### src/rtl/alu_scheduler.sv
// Shares one external combinational 8-bit ALU between two requesters. The block arbitrates
// round-robin, runs one operation at a time and returns each result on a per-requester handshake.
module alu_scheduler #(
  parameter logic [7:0] DIV_ZERO_VAL = 8'hFF
) (
  input  logic        clk,
  input  logic        rst,
  input  logic [1:0]  req_valid,
  output logic [1:0]  req_ready,
  input  logic [15:0] req_a,
  input  logic [15:0] req_b,
  input  logic [7:0]  req_sel,
  output logic [7:0]  alu_a,
  output logic [7:0]  alu_b,
  output logic [3:0]  alu_sel,
  input  logic [7:0]  alu_out,
  input  logic        alu_carry,
  output logic [1:0]  rsp_valid,
  input  logic [1:0]  rsp_ready,
  output logic [7:0]  rsp_data,
  output logic        rsp_carry,
  output logic        rsp_err,
  output logic        busy
);

  localparam logic [3:0] SelDiv = 4'b0011;

  typedef enum logic [1:0] {StIdle, StExec, StResp} state_e;

  state_e     state_q, state_d;
  logic       rr_q, rr_d;
  logic       g_q;
  logic       grant;
  logic       accept;
  logic [7:0] a_q, b_q;
  logic [3:0] sel_q;
  logic [7:0] data_q;
  logic       carry_q;
  logic       err_q;
  logic       div_zero;

  assign div_zero = (sel_q == SelDiv) && (b_q == 8'h00);

  always_comb begin
    state_d   = state_q;
    rr_d      = rr_q;
    grant     = 1'b0;
    accept    = 1'b0;
    req_ready = 2'b00;
    rsp_valid = 2'b00;
    unique case (state_q)
      StIdle: begin
        // Held off while reset is asserted so req_ready shows its reset value.
        if (!rst && (req_valid != 2'b00)) begin
          grant            = (req_valid == 2'b11) ? rr_q : req_valid[1];
          req_ready[grant] = 1'b1;
          accept           = 1'b1;
          state_d          = StExec;
        end
      end
      StExec: begin
        state_d = StResp;
      end
      StResp: begin
        rsp_valid[g_q] = 1'b1;
        if (rsp_ready[g_q]) begin
          rr_d    = ~g_q;
          state_d = StIdle;
        end
      end
      default: begin
        state_d = StIdle;
      end
    endcase
  end

  always_ff @(posedge clk or posedge rst) begin
    if (rst) begin
      state_q <= StIdle;
      rr_q    <= 1'b0;
      g_q     <= 1'b0;
      a_q     <= 8'h00;
      b_q     <= 8'h00;
      sel_q   <= 4'h0;
    end else begin
      state_q <= state_d;
      rr_q    <= rr_d;
      if (accept) begin
        g_q   <= grant;
        a_q   <= grant ? req_a[15:8] : req_a[7:0];
        b_q   <= grant ? req_b[15:8] : req_b[7:0];
        sel_q <= grant ? req_sel[7:4] : req_sel[3:0];
      end
    end
  end

  always_ff @(posedge clk or posedge rst) begin
    if (rst) begin
      data_q  <= 8'h00;
      carry_q <= 1'b0;
      err_q   <= 1'b0;
    end else if (state_q == StExec) begin
      if (div_zero) begin
        data_q  <= DIV_ZERO_VAL;
        carry_q <= 1'b0;
        err_q   <= 1'b1;
      end else begin
        data_q  <= alu_out;
        carry_q <= alu_carry;
        err_q   <= 1'b0;
      end
    end
  end

  // ALU inputs come straight from the operand latches so they only move on acceptance.
  assign alu_a     = a_q;
  assign alu_b     = b_q;
  assign alu_sel   = sel_q;
  assign rsp_data  = data_q;
  assign rsp_carry = carry_q;
  assign rsp_err   = err_q;
  assign busy      = (state_q != StIdle);

endmodule

### config.mk
export PLATFORM = sky130hd
export DESIGN_NAME = alu_scheduler
export DESIGN_NICKNAME = d
export VERILOG_FILES = /design/src/rtl/alu_scheduler.sv
export SDC_FILE = /design/constraint.sdc
export NUM_CORES = 1
export LEC_CHECK = 0
export BUFFER_PORTS_ARGS = -buffer_cell sky130_fd_sc_hd__buf_2
export CAP_MARGIN = 20
export CORE_MARGIN = 2
export CORE_UTILIZATION = 30
export DETAILED_ROUTE_END_ITERATION = 12
export SLEW_MARGIN = 20
export SYNTH_ARGS = -nofsm -noshare
export SYNTH_HDL_FRONTEND = slang
export SYNTH_SLANG_ARGS = --single-unit
### constraint.sdc
create_clock -name clk -period 3.04 [get_ports clk]
set_input_delay 0.456 -clock clk [delete_from_list [all_inputs] [get_ports clk]]
set_output_delay 0.456 -clock clk [all_outputs]
set_load 0.05 [all_outputs]
==> metrics.log, run 1 <==
[metrics] core footprint: 5410 um^2
[metrics] kind of start point of the critical path: flip-flop
[metrics] achievable clock frequency: 0.393 GHz
[metrics] Final Hold Violating Endpoints: 0
[metrics] DR WL/cell: 13.6 um
[metrics] via count of the first global-routing pass: 1461
[metrics] prevailing post-synth register cell: sky130_fd_sc_hd__dfrtp_1
[metrics] type of the setup path with the least slack: flip-flop to output pin
[metrics] unique cell type count in the Yosys netlist: 29
[metrics] Hold-fix buffers, CTS: 0
[metrics] Max transition margin: 38.1%
[metrics] CTS root buffer: sky130_fd_sc_hd__clkbuf_8
[metrics] dominant delay contributor by cell family on the critical path: simple AND/OR/NAND/NOR gates
[metrics] path type of the worst min-delay path: input port to asynchronous set/reset pin
[metrics] sequential element share of the synthesized area: 51.4%
[metrics] Clock power frac: 13.0%
[metrics] total CTS buffers: 5
[metrics] Std-Cell Rows: 27
[metrics] TritonCTS clock tree: yes
[metrics] final cycle utilization of the critical path: 83.7%
[metrics] cell area after layout: 2200 um^2
[metrics] number of nets still failing antenna checks after routing: 0
[metrics] Worst Path Required: 2.58 ns
[metrics] Via-to-Cell Ratio: 4.67
[metrics] die span in y: 78.3 um
[metrics] Setup Skew: 0.00612 ns
[metrics] length of the first detailed-routing pass in iterations: 4
[metrics] result of the run: completed
[metrics] total wirelength of the detailed-routed design: 4.38 mm
[metrics] maximum fanout along the worst path: 21
[metrics] width of the die: 78.3 um
[metrics] number of post-CTS setup repair buffers: 0
[metrics] proportion of register bits with asynchronous set or reset after synthesis: 100%
[metrics] initial DRC count: 63
[metrics] area of the mapped netlist: 1660 um^2
[metrics] Switching Fraction: 52.1%
[metrics] final critical delay including setup and external delays: 2.55 ns
[metrics] wire length of the first global-routing pass: 7.26 mm
[metrics] data arrival at the endpoint of the critical path: 2.09 ns
[metrics] Post-Synthesis Cells: 164
[metrics] area grow syn2layout: 32.9%
[metrics] ratio of cells with drive above 1 in the final layout: 49.0%
[metrics] final setup fails: 0
[metrics] final estimated routing congestion in global placement: 0.699
[metrics] cts repair resizes: 0
[metrics] number of buffer and inverter instances along the worst setup path: 1
[metrics] starting density of the core: 30.6%
[metrics] CTS sink cnt: 34
[metrics] PwrDens: 1170 nW/um^2
[metrics] Slew Viols, Final: 0
[metrics] post-synth net total: 219
[metrics] overall global routing resource usage: 15.1%
[metrics] Antenna Cells: 0
[metrics] maximum cell stage delay along the critical path: 0.72 ns
[metrics] Die Outline Area: 6130 um^2
[metrics] remaining global-route overflow: 0
[metrics] Max IR drop VDD: 0.467 mV
[metrics] deepest level of the CTS H-tree: 2
[metrics] kind of capture point of the worst setup path: output pin
[metrics] largest net degree at the start of global routing: 24
[metrics] clock transition at the registers of the reported paths: 0.07 ns
[metrics] setup_tns: 0 ns
[metrics] LEAKAGE: 1.17 nW
[metrics] number of warnings reported in the yosys synthesis log: 0
[metrics] post-placement cell area: 2110 um^2
[metrics] Worst path slowest cell: sky130_fd_sc_hd__and3_1
[metrics] I/O pin count: 90
[metrics] half-perimeter wire length of the detailed placement result: 3.18 mm
[metrics] Clock Path Buffers: 2
[metrics] measured slew at the worst slew-check pin: 0.928 ns
[metrics] # DRC: 0
[metrics] count of buffers from port buffering: 89
[metrics] RSZ-0062 raised after global routing: false
[metrics] Comb power frac: 55.6%
[metrics] cell internal pwr: 1.24 mW
[metrics] cell-by-cell trace of the critical path: nor3_2, and3_1, buf_2
[metrics] Nets: 303
[metrics] Max-Cap Viols: 0
[metrics] antenna violations before repair: 0
[metrics] total number of vias: 1498
[metrics] net switching power of the design: 1.35 mW
[metrics] average cell area after synthesis: 10.1 um^2
[metrics] count of flip-flops with a built-in enable after synthesis: 0
[metrics] sequential group share of total power: 31.4%
[metrics] flip-flop and latch count after synthesis: 34
[metrics] Clock Latency Late Sink: 0.28 ns
-- metrics by stage --
| stage | total power, mW | utilization, % | hold WS (ns) | instances | worst slack [ns] |
|---|---|---|---|---|---|
| after floorplan | 1.96 | - | 0.508 | 164 | 1.23 |
| after global placement | 2.26 | 39.1 | 0.469 | 313 | 0.683 |
| after detailed placement | 2.27 | 39.1 | 0.482 | 313 | 0.671 |
| after CTS | 2.62 | 40.7 | 0.390 | 321 | 0.456 |
| after global routing | 2.75 | 40.7 | 0.391 | 321 | 0.331 |
| final | 2.59 | 40.7 | 0.360 | 321 | 0.494 |
-- per-layer routing --
layer	global-route usage (%)	part of all wire [%]
met4	5.09	1.0
met1	20.5	46
met5	0	0
met2	23.1	45
met3	4.25	7.9
-- sequential cells by signal, summed over array words and instances, names as in the netlist --
signal / cells
state_q: 2
rsp_err: 1
rsp_data: 8
alu_sel: 4
alu_a: 8
rsp_carry: 1
rr_q: 1
alu_b: 8
g_q: 1
-- synthesized netlist by cell type, drive strengths merged, types with 2 or more instances --
library cell | instances | area [um^2]
nand2 | 41 | 154
a221o | 20 | 223
and3 | 2 | 12.5
nor4 | 2 | 12.5
inv | 4 | 15.0
nor3 | 21 | 115
nand3 | 8 | 40.0
and2b | 2 | 15.0
clkbuf | 3 | 11.3
o21ai | 4 | 23.8
dfrtp | 34 | 851
nor2 | 2 | 7.51
buf | 10 | 77.6
-- layout by cell type, fill, tap and decap left out, drive strengths merged --
cell / instances
a21boi: 1
a221o: 20
and2b: 2
nand2b: 1
buf: 90
clkbuf: 7
or3: 1
nand2: 41
or2b: 1
or2: 1
nand4: 1
a21o: 1
a31oi: 1
nor3: 21
nand3: 8
and3: 2
inv: 4
dfrtp: 34
nor4bb: 1
nor4: 2
o21ai: 4
nor2: 2
a21oi: 1
clkinv: 1
nor3b: 1
-- cells by family after synthesis --
family                 synth area share, %
AND/OR/NAND/NOR                       25.9
flip-flops                            51.4
AO/OA/AOI/OAI                         16.5
buffers and inverters                 6.27
-- cell type report --
cell class	count	area, um^2
Inverter	4	15.0
Sequential cell	34	851
Clock buffer	7	86.3
Multi-Input combinational cell	113	702
Timing Repair Buffer	90	453
Clock inverter	1	5.00
Fill cell	576	3200
Tap cell	72	90.1
-- worst paths after layout --
kind                             start  slack, ns           end  cells after the start
max                         state_q[1]       0.49  req_ready[0]                      3
min reg2reg                rsp_data[6]       0.49   rsp_data[6]                      2
min                                rst       0.36          rr_q                      2
max in group asynchronous          rst       1.99      alu_a[0]                      3
max reg2reg                 state_q[1]       1.29      alu_b[0]                      3
min in group clk            alu_out[6]       0.40   rsp_data[6]                      3
-- power groups by stage --
stage | Clock (mW) | Combinational (mW) | Sequential, mW
floorplan | 0 | 0.519 | 1.44
global placement | 0 | 1.44 | 0.814
detailed placement | 0 | 1.45 | 0.814
CTS | 0.353 | 1.45 | 0.812
global route | 0.373 | 1.53 | 0.846
finish | 0.337 | 1.44 | 0.812
Note: power is estimated with default switching activity, not from simulation.
==> run 2: changes to the inputs <==
--- a/config.mk
+++ b/config.mk
@@ -5,6 +5,7 @@
 export SDC_FILE = /design/constraint.sdc
 export NUM_CORES = 1
 export LEC_CHECK = 0
+export ABC_AREA = 1
 export BUFFER_PORTS_ARGS = -buffer_cell sky130_fd_sc_hd__buf_2
 export CAP_MARGIN = 20
 export CORE_MARGIN = 2
==> constraint.sdc (replaced) <==
create_clock -name clk -period 2.4 [get_ports clk]
set_input_delay 0.36 -clock clk [delete_from_list [all_inputs] [get_ports clk]]
set_output_delay 0.36 -clock clk [all_outputs]
set_load 0.05 [all_outputs]
==> run 2 against run 1 <==
Compared with the run above: combinational power up 35%; sequential power up 27%; via count up 10%; synthesized area down 0.53%; critical path depth up 4; cell area up 0.68%; register-to-register slack worse by 0.33 ns; die area down 0.50%; flip-flop and latch count unchanged; sequential share of layout area down 0.26 points; cell count up 16%; critical endpoint unchanged; largest cell class unchanged; largest power group unchanged.
==> metrics.log, run 2 <==
[metrics] data arrival at the endpoint of the critical path: 1.50 ns
[metrics] setup_tns: 0 ns
[metrics] Commonest cells post-synth: sky130_fd_sc_hd__nand2_1 (75), sky130_fd_sc_hd__nand3_1 (41), sky130_fd_sc_hd__dfrtp_1 (34)
[metrics] Die Outline Area: 6100 um^2
[metrics] half-perimeter wire length of the detailed placement result: 3.27 mm
[metrics] adder and majority gate portion of the synthesized area: 0%
[metrics] DR WL/cell: 12.0 um
[metrics] die span in y: 78.1 um
[metrics] initial DRC count: 48
[metrics] I/O pin count: 90
[metrics] maximum cell stage delay along the critical path: 0.37 ns
[metrics] achievable clock frequency: 0.538 GHz
[metrics] remaining global-route overflow: 0
[metrics] count of buffers from port buffering: 89
[metrics] type of the setup path with the least slack: flip-flop to output pin
[metrics] share of Yosys cell area claimed by the top area cell type: 51.6%
[metrics] Slew Viols, Final: 0
[metrics] TritonCTS clock tree: yes
[metrics] count leader, synth: sky130_fd_sc_hd__nand2_1
[metrics] post-synthesis xor/xnor area fraction: 0%
[metrics] wire length of the first global-routing pass: 7.35 mm
[metrics] Max IR drop VDD: 0.603 mV
[metrics] Clock Path Buffers: 2
[metrics] PwrDens: 1520 nW/um^2
[metrics] area of the mapped netlist: 1650 um^2
[metrics] starting density of the core: 31.7%
[metrics] most area-consuming cells after synthesis: sky130_fd_sc_hd__dfrtp_1 (52%), sky130_fd_sc_hd__nand2_1 (17%), sky130_fd_sc_hd__nand3_1 (12%)
[metrics] highest metal layer used by the detailed router: met4
[metrics] Nets: 359
[metrics] Antenna Cells: 0
[metrics] result of the run: completed
[metrics] core footprint: 5200 um^2
[metrics] post-synth net total: 269
[metrics] combinational family with the most area after synthesis: simple AND/OR/NAND/NOR gates
[metrics] largest net degree at the start of global routing: 35
[metrics] final cycle utilization of the critical path: 77.5%
[metrics] measured slew at the worst slew-check pin: 0.429 ns
[metrics] cts repair resizes: 0
[metrics] Synth Area in Compound Gates: 3.04%
[metrics] Post-Synthesis Cells: 214
[metrics] dominant delay contributor by cell family on the critical path: buffers and inverters
[metrics] highest-count cells in the layout ignoring fill and taps: sky130_fd_sc_hd__buf_2 (89), sky130_fd_sc_hd__nand2_1 (75), sky130_fd_sc_hd__nand3_1 (41)
[metrics] deepest level of the CTS H-tree: 2
[metrics] WL met2: 2.06 mm
[metrics] antenna violations before repair: 0
[metrics] proportion of register bits with asynchronous set or reset after synthesis: 100%
[metrics] width of the die: 78.1 um
[metrics] maximum fanout along the worst path: 21
[metrics] kind of start point of the critical path: flip-flop
[metrics] Max-Cap Viols: 0
[metrics] total CTS buffers: 5
[metrics] metal3 WL: 340 um
[metrics] average cell area after synthesis: 7.70 um^2
[metrics] area grow syn2layout: 34.5%
[metrics] most frequent CP cell: sky130_fd_sc_hd__nand2_1
[metrics] via count of the first global-routing pass: 1559
[metrics] flip-flop and latch count after synthesis: 34
[metrics] number of nets still failing antenna checks after routing: 0
[metrics] ratio of cells with drive above 1 in the final layout: 35.6%
[metrics] cell-by-cell trace of the critical path: inv_1, nand2_1, nand2_1, buf_4, inv_2, nor2_1, buf_2
[metrics] Max transition margin: 71.4%
[metrics] Placement Setup Slack: 0.763 ns
[metrics] total wirelength of the detailed-routed design: 4.48 mm
[metrics] number of buffer and inverter instances along the worst setup path: 4
[metrics] path type of the worst min-delay path: input port to asynchronous set/reset pin
[metrics] sum of routed wire segments on met1: 2.05 mm
[metrics] Final Hold Violating Endpoints: 0
[metrics] total number of vias: 1648
[metrics] CTS sink cnt: 34
[metrics] Hold-fix buffers, CTS: 0
[metrics] Std-Cell Rows: 26
[metrics] Setup Skew: 0.00419 ns
[metrics] Worst path slowest cell: sky130_fd_sc_hd__dfrtp_1
[metrics] final setup fails: 0
[metrics] simple-gate area share of the yosys netlist: 35.9%
[metrics] kind of capture point of the worst setup path: output pin
[metrics] clock transition at the registers of the reported paths: 0.06 ns
[metrics] Worst Path Required: 2.04 ns
[metrics] sequential element share of the synthesized area: 51.6%
[metrics] cell type with the largest total area after synthesis: sky130_fd_sc_hd__dfrtp_1
[metrics] overall global routing resource usage: 15.4%
[metrics] count of fill cells added during filler insertion: 536
[metrics] total power consumption of the routed design: 3.37 mW
[metrics] number of warnings reported in the yosys synthesis log: 0
[metrics] final estimated routing congestion in global placement: 0.792
[metrics] number of post-CTS setup repair buffers: 0
[metrics] CTS root buffer: sky130_fd_sc_hd__clkbuf_8
[metrics] # DRC: 0
[metrics] RSZ-0062 raised after global routing: false
[metrics] Setup WS post-layout: 0.540 ns
[metrics] fraction of synthesized area in multiplexers: 0%
[metrics] Clock Latency Late Sink: 0.28 ns
[metrics] length of the first detailed-routing pass in iterations: 4
[metrics] most common cell after layout, fill and taps aside: sky130_fd_sc_hd__buf_2
[metrics] final critical delay including setup and external delays: 1.86 ns
[metrics] Via-to-Cell Ratio: 4.42
[metrics] unique cell type count in the Yosys netlist: 15
[metrics] prevailing post-synth register cell: sky130_fd_sc_hd__dfrtp_1
[metrics] LEAKAGE: 1.24 nW
[metrics] count of flip-flops with a built-in enable after synthesis: 0
==> run 2: cell types whose count changed after synthesis, sizes merged, moves of 2 or more <==
cell | previous run | this run
clkbuf | 3 | 0
nor2 | 2 | 23
a21oi | 1 | 5
inv | 4 | 18
and2b | 2 | 0
nor4 | 2 | 0
nor3 | 21 | 1
nand2 | 41 | 76
nand3 | 8 | 41
a221o | 20 | 0
and3 | 2 | 0
==> run 2: power by group <==
part	switching, mW	internal (mW)	total, mW
Combinational	1.48	0.450	1.94
Clock	0.184	0.221	0.405
Sequential	0.187	0.847	1.03
==> run 2: stage by stage <==
step	hold WS (ns)	util, %	cell area, um^2	std cells
floorplan	0.304	-	1650	214
global placement	0.460	41.0	2130	367
detailed placement	0.462	41.0	2130	367
CTS	0.221	42.6	2220	373
global route	0.255	42.6	2220	373
finish	0.210	42.6	2220	373
==> run 2: tightest hold or removal path, stage by stage <==
cell	delay (ns)
sky130_fd_sc_hd__buf_2	0.12
sky130_fd_sc_hd__clkinvlp_4	0.06
sky130_fd_sc_hd__buf_4	0.37
==> run 2: logic make-up after synthesis <==
family	count (synthesis)
AO/OA/AOI/OAI	10
buffers and inverters	29
flip-flops	34
AND/OR/NAND/NOR	141
==> run 2: layout make-up <==
type | count | area, um^2 | share of cell area, %
sequential | 34 | 851 | 38.4
multi-input combinational | 151 | 642 | 29.0
timing repair buffer | 94 | 483 | 21.8
tap | 70 | 87.6 | 3.95
clock buffer | 6 | 82.6 | 3.72
inverter | 18 | 71.3 | 3.22
==> run 2: final timing paths <==
check | startpoint | end | slack, ns | depth (start not counted)
setup / recovery | rr_q | req_ready[0] | 0.54 | 7
hold / removal | rst | rr_q | 0.21 | 3
setup reg to reg | rr_q | alu_b[1] | 0.96 | 10
hold reg to reg | rsp_data[5] | rsp_data[5] | 0.48 | 2
max in group asynchronous | rst | rsp_data[0] | 1.88 | 3
min in group clk | req_b[10] | alu_b[2] | 0.28 | 3
==> run 2: metal layers <==
layer / vias up / global-route usage [%]
li1: 848 / -
met1: 732 / 19.6
met2: 63 / 25.9
met3: 5 / 4.37
met4: 0 / 3.68
met5: - / 0
